File: config.mk
export PLATFORM = sky130hd
export DESIGN_NAME = fetch_unit_flat
export DESIGN_NICKNAME = d
export VERILOG_FILES = /design/src/rtl/fetch_unit_pkg.sv /design/src/rtl/fetch_unit_if.sv /design/src/rtl/fetch_unit_fifo.sv /design/src/rtl/fetch_unit.sv /design/src/flat_wrapper.sv
export SDC_FILE = /design/constraint.sdc
export NUM_CORES = 1
export LEC_CHECK = 0
export ABC_AREA = 1
export CAP_MARGIN = 20
export CORE_ASPECT_RATIO = 1.75
export CORE_UTILIZATION = 58
export DETAILED_ROUTE_END_ITERATION = 6
export HOLD_SLACK_MARGIN = 0.12
export PLACE_DENSITY = 0.84
export SLEW_MARGIN = 20
export SYNTH_ARGS = -nofsm -noshare
export SYNTH_HDL_FRONTEND = slang
export SYNTH_HIERARCHICAL = 1
export SYNTH_SLANG_ARGS = --single-unit
File: constraint.sdc
create_clock -name clk -period 11.8 [get_ports clk]
set_clock_uncertainty 0.05 [all_clocks]
set_input_delay 2.95 -clock clk [delete_from_list [all_inputs] [get_ports clk]]
set_output_delay 2.95 -clock clk [all_outputs]
set_load 0.05 [all_outputs]
File: src/rtl/fetch_unit_pkg.sv
// Shared pipeline types for the fetch stage.
// IF/ID bundle, fetch FSM states and constants.
package fetch_unit_pkg;

  localparam int XLEN = 32;

  localparam logic [XLEN-1:0] NOP_INSTR = 32'h0000_0013;

  typedef struct packed {
    logic [XLEN-1:0] instr;
    logic [XLEN-1:0] pc;
    logic [XLEN-1:0] pc_plus4;
  } if_data_t;

  typedef enum logic {
    ST_RUN,
    ST_FLUSH
  } fetch_state_e;

endpackage

File: src/rtl/fetch_unit_if.sv
// Instruction-memory request/response channel.
// master = fetch side, slave = memory side.
interface fetch_unit_if;
  logic        req;
  logic [31:0] addr;
  logic        ready;
  logic        rvalid;
  logic [31:0] rdata;

  modport master (
    output req, addr,
    input  ready, rvalid, rdata
  );

  modport slave (
    input  req, addr,
    output ready, rvalid, rdata
  );
endinterface

File: src/rtl/fetch_unit_fifo.sv
// Small synchronous FIFO with flush.
// DEPTH must be a power of two.
module fetch_fifo #(
  parameter int W     = 32,
  parameter int DEPTH = 2,
  parameter int CW    = $clog2(DEPTH) + 1
) (
  input  logic          clk,
  input  logic          reset,
  input  logic          flush,
  input  logic          push,
  input  logic [W-1:0]  din,
  input  logic          pop,
  output logic [W-1:0]  dout,
  output logic [CW-1:0] count,
  output logic          full,
  output logic          empty
);

  localparam int AW = $clog2(DEPTH);

  logic [W-1:0]  mem [DEPTH];
  logic [AW-1:0] wp;
  logic [AW-1:0] rp;

  // pointer and occupancy bookkeeping
  always_ff @(posedge clk) begin
    if (reset || flush) begin
      wp    <= '0;
      rp    <= '0;
      count <= '0;
    end else begin
      if (push) wp <= wp + 1'b1;
      if (pop)  rp <= rp + 1'b1;
      count <= count + CW'(push) - CW'(pop);
    end
  end

  // storage write, no reset needed
  always_ff @(posedge clk) begin
    if (push) mem[wp] <= din;
  end

  assign dout  = mem[rp];
  assign full  = (count == CW'(DEPTH));
  assign empty = (count == '0);

endmodule

File: src/rtl/fetch_unit.sv
// Instruction-fetch stage feeding IF/ID.
// In-order imem fetch, buffering and redirect flush.
module fetch_unit #(
  parameter logic [31:0] RESET_PC   = 32'h0000_0000,
  parameter int          FIFO_DEPTH = 2,
  parameter logic [31:0] NOP_INSTR  = fetch_unit_pkg::NOP_INSTR
) (
  input  logic                     clk,
  input  logic                     reset,
  fetch_unit_if.master             imem,
  input  logic                     redirect,
  input  logic [31:0]              redirect_pc,
  input  logic                     ifid_en,
  output logic                     out_valid,
  output fetch_unit_pkg::if_data_t out_data
);

  import fetch_unit_pkg::*;

  localparam int CW = $clog2(FIFO_DEPTH) + 1;
  localparam logic [CW:0] LIMIT = (CW+1)'(FIFO_DEPTH);

  logic [31:0]  pc, pc_d;
  logic [CW-1:0] outstanding, out_d;
  logic [CW-1:0] drop_cnt, drop_d;
  fetch_state_e  state, state_d;

  logic [CW-1:0] dcount, tcount;
  logic          dfull, dempty;
  logic          tfull, tempty;
  logic [31:0]   tag_pc;
  logic [$bits(if_data_t)-1:0] dhead;
  if_data_t      dpush_val;

  logic [CW:0] credit;
  logic        accept;
  logic        live_rsp;
  logic        dpush, dpop, tpop;

  assign credit   = {1'b0, outstanding} + {1'b0, dcount};
  assign imem.req = !reset && !redirect && (credit < LIMIT);
  assign imem.addr = pc;
  assign accept   = imem.req && imem.ready;

  assign live_rsp = imem.rvalid && (state == ST_RUN);
  assign tpop     = live_rsp && !redirect;
  assign dpush    = live_rsp && !redirect;
  assign dpop     = ifid_en && out_valid && !redirect;

  assign dpush_val = '{
    instr:    imem.rdata,
    pc:       tag_pc,
    pc_plus4: tag_pc + 32'd4
  };

  fetch_fifo #(
    .W     (32),
    .DEPTH (FIFO_DEPTH)
  ) u_tag (
    .clk   (clk),
    .reset (reset),
    .flush (redirect),
    .push  (accept),
    .din   (pc),
    .pop   (tpop),
    .dout  (tag_pc),
    .count (tcount),
    .full  (tfull),
    .empty (tempty)
  );

  fetch_fifo #(
    .W     ($bits(if_data_t)),
    .DEPTH (FIFO_DEPTH)
  ) u_buf (
    .clk   (clk),
    .reset (reset),
    .flush (redirect),
    .push  (dpush),
    .din   (dpush_val),
    .pop   (dpop),
    .dout  (dhead),
    .count (dcount),
    .full  (dfull),
    .empty (dempty)
  );

  // buffer head, or a NOP bubble when empty
  always_comb begin
    out_valid = !dempty;
    out_data  = '{instr: NOP_INSTR, pc: '0, pc_plus4: '0};
    if (!dempty) out_data = if_data_t'(dhead);
  end

  // state, pc and counter registers
  always_ff @(posedge clk) begin
    if (reset) begin
      pc          <= RESET_PC;
      outstanding <= '0;
      drop_cnt    <= '0;
      state       <= ST_RUN;
    end else begin
      pc          <= pc_d;
      outstanding <= out_d;
      drop_cnt    <= drop_d;
      state       <= state_d;
    end
  end

  // next pc, credit counters and RUN/FLUSH transitions
  always_comb begin
    pc_d    = pc;
    out_d   = outstanding + CW'(accept) - CW'(imem.rvalid);
    drop_d  = drop_cnt;
    state_d = state;
    if (accept) pc_d = pc + 32'd4;
    unique case (state)
      ST_RUN: ;
      ST_FLUSH: begin
        if (imem.rvalid) begin
          drop_d = drop_cnt - 1'b1;
          if (drop_cnt == CW'(1)) state_d = ST_RUN;
        end
      end
      default: state_d = ST_RUN;
    endcase
    if (redirect) begin
      pc_d    = {redirect_pc[31:2], 2'b00};
      drop_d  = outstanding - CW'(imem.rvalid);
      state_d = (drop_d != '0) ? ST_FLUSH : ST_RUN;
    end
  end

  logic        hold_q;
  if_data_t    held_q;

  // remember last cycle's stall condition for the stability check
  always_ff @(posedge clk) begin
    hold_q <= !reset && out_valid && !ifid_en && !redirect;
    held_q <= out_data;
  end

  // protocol and overflow checks
  always_ff @(posedge clk) begin
    if (!reset) begin
      assert (!(imem.rvalid && outstanding == '0))
        else $error("rvalid with nothing outstanding");
      assert (outstanding <= CW'(FIFO_DEPTH))
        else $error("outstanding overflow");
      assert (!(dpush && dfull && !dpop))
        else $error("buffer overflow");
      assert (!(accept && tfull))
        else $error("tag overflow");
      assert (!(tpop && tempty) && tcount <= CW'(FIFO_DEPTH))
        else $error("tag underflow");
      assert (!hold_q || out_data == held_q)
        else $error("head changed while stalled");
    end
  end

endmodule

File: src/flat_wrapper.sv
// flat-port wrapper written by rule: the top's interface ports become plain ports
module fetch_unit_flat import fetch_unit_pkg::*;
#(
  parameter logic [31:0] RESET_PC   = 32'h0000_0000,
  parameter int          FIFO_DEPTH = 2,
  parameter logic [31:0] NOP_INSTR  = fetch_unit_pkg::NOP_INSTR
)
  (clk, reset, redirect, redirect_pc, ifid_en, out_valid, out_data, imem_req, imem_addr, imem_ready, imem_rvalid, imem_rdata);
  fetch_unit_if imem_i ();
  input  logic clk;
  input  logic reset;
  input  logic redirect;
  input  logic [31:0] redirect_pc;
  input  logic ifid_en;
  output logic out_valid;
  output fetch_unit_pkg::if_data_t out_data;
  output wire logic [$bits(imem_i.req)-1:0] imem_req;
  output wire logic [$bits(imem_i.addr)-1:0] imem_addr;
  input wire logic [$bits(imem_i.ready)-1:0] imem_ready;
  input wire logic [$bits(imem_i.rvalid)-1:0] imem_rvalid;
  input wire logic [$bits(imem_i.rdata)-1:0] imem_rdata;
  assign imem_req = imem_i.req;
  assign imem_addr = imem_i.addr;
  assign imem_i.ready = imem_ready;
  assign imem_i.rvalid = imem_rvalid;
  assign imem_i.rdata = imem_rdata;
  fetch_unit #(.RESET_PC(RESET_PC), .FIFO_DEPTH(FIFO_DEPTH), .NOP_INSTR(NOP_INSTR)) u_core (.clk(clk), .reset(reset), .imem(imem_i), .redirect(redirect), .redirect_pc(redirect_pc), .ifid_en(ifid_en), .out_valid(out_valid), .out_data(out_data));
endmodule
[After elaboration in Yosys (flattened, before gate mapping)]
Memories as Yosys holds them, arrays and structs flattened. A register that Yosys moved wholly into a read port is not among the register bits.
Index checks and enable logic that the tools add are counted.
Word-level totals
  word-level logic and storage cells: 65
  output and inout port bits: 130
  input port bits: 70
  memories kept: 2
  bits in registers: 43
  bits in writable memories: 256
Cells by class
  add/sub/neg operators: 13
  $lt $le $gt $ge: 1
  multiplexer cells: 19
  bitwise logic cells: 1
  equality and inequality tests: 1
  reductions and logical operators: 18
Memory list
  u_core.u_buf.mem: depth 2, bits a word 96, read ports 1, clocked after Yosys merged registers in 1, write ports 1, line fetch_unit_fifo.sv:22  | logic [W-1:0] mem [DEPTH];
  u_core.u_tag.mem: depth 2, bits a word 32, read ports 1, clocked after Yosys merged registers in 1, write ports 1, line fetch_unit_fifo.sv:22
Operators by type and width (number)
  $mux 96: 1
  $add 32x3->32 const B: 2
  $mux 32: 2
  $mux 1: 13
  $reduce_bool 2->1: 4
  $logic_and 1x1->1: 7
  $mux 2: 3
  $sub 2x1->2: 3
  $add 1x1->1 const B: 4
  $add 2x1->2: 2
  $add 2x2->3: 1
  $logic_not 1->1: 3
  $lt 3x2->1 const B: 1
  $eq 2x1->1 const B: 1
  $logic_not 2->1: 1
  $reduce_and 2->1: 1
  $reduce_or 2->1: 1
  $sub 2x1->2 const B: 1
  $logic_or 1x1->1: 1
  $not 1->1: 1

[Depth between registers and ports, before layout]
  depth after elaboration: 6
  mapped depth: 14

[By module]
The synthesis kept the hierarchy.
By module, submodules not included
  fetch_fifo (u_core.u_buf): area an instance 7355.8 sq um, cells an instance 331, seq. area each 5865.6 sq um, times used 1
  fetch_unit: area an instance 4112.7 sq um, cells an instance 762, seq. area each 700.7 sq um, times used 1
  fetch_fifo (u_core.u_tag): area an instance 2693.8 sq um, cells an instance 132, seq. area each 2021.9 sq um, times used 1

[Worst setup path before layout]
Ideal clock, no wire load.
  kind: in2reg
  start point: input port redirect
  end point: memory u_core/u_buf/mem[0][0] (netlist bit), enable pin
  setup time: 552 ps
  required time: 11198 ps
  stages: 5
  arrival: 7922 ps
  slack: 3277 ps
  cell sequence: buf_4 -> clkbuf_1 -> nor3b_1 -> inv_1 -> nor2_1
On the way
  longest elaborated chain between the ends: 4
RTL lines
  start, declared: line flat_wrapper.sv:12  | input logic redirect;
  $logic_not 1->1: line fetch_unit.sv:47  | assign dpush = live_rsp && !redirect;
  $logic_and 1x1->1: line fetch_unit.sv:47
  via u_core.dpush: line fetch_unit.sv:38  | logic dpush, dpop, tpop;
  $mux 1: line fetch_unit_fifo.sv:41  | if (push) mem[wp] <= din;
  $mux 1 (implied by the code): line fetch_unit_fifo.sv:41
  end, declared: line fetch_unit_fifo.sv:22
The timed path passes the listed nets, and every way through them passes these cells.

[Final worst setup path]
  start point: input port reset
  end point: output port imem_req
On the way
  longest elaborated chain between the ends: 3
RTL lines
  start, declared: line flat_wrapper.sv:11  | input logic reset;
  $logic_not 1->1: line fetch_unit.sv:41  | assign imem.req = !reset && !redirect && (credit < LIMIT);
  $logic_and 1x1->1 (2 in a row): line fetch_unit.sv:41
  end, declared: line flat_wrapper.sv:17  | output wire logic [$bits(imem_i.req)-1:0] imem_req;
Every way passes these cells.

==> impl_metrics.csv <==
group,metric,value,unit
power_and_ir_drop,p_leak,6.32,nW
drt,via_per_inst,5.25,
grt,grt.overflow.total,0,
finish,fin_nets,1480,
clocking,clock_sinks,299,
finish,fillCellCount,1714,
min_path,hold_class,"reg -> reg",
power_and_ir_drop,ir_drop,0.0857,mV
drt,ant_nets,0,
grt,grt_pass1_vias,8887,
drt,routed-wl-met2,15.7,mm
critical_path,reg2reg_slack,8.71,ns
timing,worstMarginPinSlew,1.05,ns
die,fp.dieArea,24900,um2
critical_path,cp-end-kind,"output port",
timing,finalCritPeriodShare,66.2,%
finish,synthToLayoutAreaGrowth,20.1,%
min_path,worstHoldStart,"u_core/u_tag/rp$_SDFFE_PP0P_",
die,std_cell_rows,75,
logic_synthesis,synth_warnings,6,
drt,wl_met1,10.2,mm
clocking,numCtsBuffers,25,
drt,wl_per_cell,16.5,um
critical_path,startpoint,"reset",
timing,max_freq,128,MHz
place,dp.cells,1682,
clocking,clock_latency,0.53,ns
drt,wl_met3,1.23,mm
timing,whs,0.481,ns
timing,hold_viol_final,0,
logic_synthesis,avgSynthCellArea,11.6,um2
grt,grt_max_degree,98,
die,fp.coreArea,23800,um2
grt,grt_pass1_wl,44.4,mm
drt,drtPass1Iterations,5,
clocking,cts_setup_buffers,0,
grt,antenna_found_initial,0,
clocking,cts_resized,0,
clocking,cts_tree,"built",
critical_path,reg2reg_from,"u_core/state$_SDFF_PP0_",
clocking,clk_pin_slew,0.06,ns
job,max_cap_viol_count,0,
finish,drive_above_1_share,15.4,%
drt,first_iter_violations,464,
power_and_ir_drop,power.density,131,nW/um2
die,design.portCount,200,
die,die_h,208,um
clocking,clockBufferDepth,3,
clocking,cts-root-buf,"clkbuf_16",
drt,top_layer_used,"met4",
critical_path,required,8.80,ns
finish,instances_no_fill,1724,
timing,drv_slew,0,
critical_path,critPathArrivalTime,4.81,ns
logic_synthesis,synth_area,14000,um2
timing,rsz0062_at_grt,"false",
critical_path,ff2ff_path_depth,4,
critical_path,cp_max_fo,33,
clocking,cts_hold_buf,0,
critical_path,worstSetupPathType,"in -> out",
place,gp_congestion,0.840,
logic_synthesis,synth_cells,1206,
die,chipWidth,120,um
finish,antenna_cells,0,
finish,utilization,70.7,%
place,dpl.hpwl,19.8,mm
grt,grtUsageTotal,23.0,%
drt,via_count,9049,
timing,slew_headroom,29.8,%
timing,tns,0,ns
place,io_buffers,195,
critical_path,crit_end,"imem_req",
outcome,status,"completed",
timing,setup_violations,0,
clocking,htree_num_levels,1,
drt,drc,0,
critical_path,start_kind,"primary input",
timing,finalCriticalPeriod,7.81,ns
critical_path,timing.rr.end,"u_core/u_buf/mem[0][78]$_DFFE_PP_",
drt,finalWirelength,28.5,mm
die,start_util,58.9,%
## flip-flops by register name (all words and copies together), names as in the netlist, named ones only
| register | cells |
|---|---|
| u_core/outstanding | 2 |
| u_core/imem.addr | 30 |
| u_core/u_buf/wp | 1 |
| u_core/u_buf/rp | 1 |
| u_core/state | 1 |
| u_core/u_tag/wp | 1 |
| u_core/u_buf/mem | 192 |
| u_core/u_tag/rp | 1 |
| u_core/drop_cnt | 2 |
| u_core/u_buf/count | 2 |
| u_core/u_tag/mem | 64 |
## stage by stage
| step | setup slack, ns | cell area [um2] | total power (W) |
|---|---|---|---|
| 2_1_floorplan | 3.35 | 14100 | 0.00140 |
| 3_3_place_gp | 3.97 | 16100 | 0.00148 |
| 3_5_place_dp | 3.97 | 16100 | 0.00148 |
| 4_1_cts | 3.96 | 16900 | 0.00222 |
| 5_1_grt | 3.89 | 16900 | 0.00228 |
| 6_report | 3.99 | 16900 | 0.00221 |
## cell type report
type	instances	area [um2]	area share, %
Clock buffer	36	687	4.07
Clock inverter	6	33.8	0.200
Inverter	186	703	4.17
Multi-Input combinational cell	686	4480	26.6
Sequential cell	299	8550	50.7
Tap cell	308	385	2.29
Timing Repair Buffer	203	2010	11.9
## power by group
| group | switching [W] | internal (W) | total, W |
|---|---|---|---|
| clock network | 0.000341 | 0.000403 | 0.000745 |
| logic | 0.000156 | 0.0000978 | 0.000254 |
| registers | 0.0000239 | 0.00118 | 0.00121 |
| total | 0.000521 | 0.00169 | 0.00221 |
## critical path, stage by stage
cell and delay [ns]:
clkdlybuf4s50_1 0.40, buf_4 0.25, nor2_1 0.25, nand3_1 0.10, inv_1 0.07, clkdlybuf4s50_1 0.79
## how the worst min path moves through the flow
stage / end / depth (start not counted) / slack [ns]
5_1_grt: flop / 2 / 0.50
4_1_cts: u_core/state$_SDFF_PP0_ / 2 / 0.48
3_5_place_dp: u_core/u_buf/rp$_SDFFE_PP0P_ / 2 / 0.46
3_3_place_gp: flop / 2 / 0.45
6_report: flop / 2 / 0.48
2_1_floorplan: flop / 2 / 0.43
## cell usage in the layout, fill, tap and decap left out, types with 8 or more instances in the layout
cell	instances
edfxtp_1	256
clkdlybuf4s50_1	195
inv_1	182
nand2_1	170
nor2_1	158
mux2_4	70
mux2_2	58
nand3_1	49
dfxtp_1	41
o21ai_0	33
clkbuf_16	25
a21oi_1	25
xor2_1	17
xnor2_1	14
nor3_1	10
nand2_2	10
clkbuf_1	9
nor2_4	9
nor2_2	9
ha_1	8
buf_4	8
## metal layers
metal  GRT usage [%]  up-vias
li1                -     4381
met1            24.4     4300
met2            43.3      294
met3            2.31       74
met4            13.1        0
met5               0        -
No activity file was read; power rests on OpenSTA's default activity.
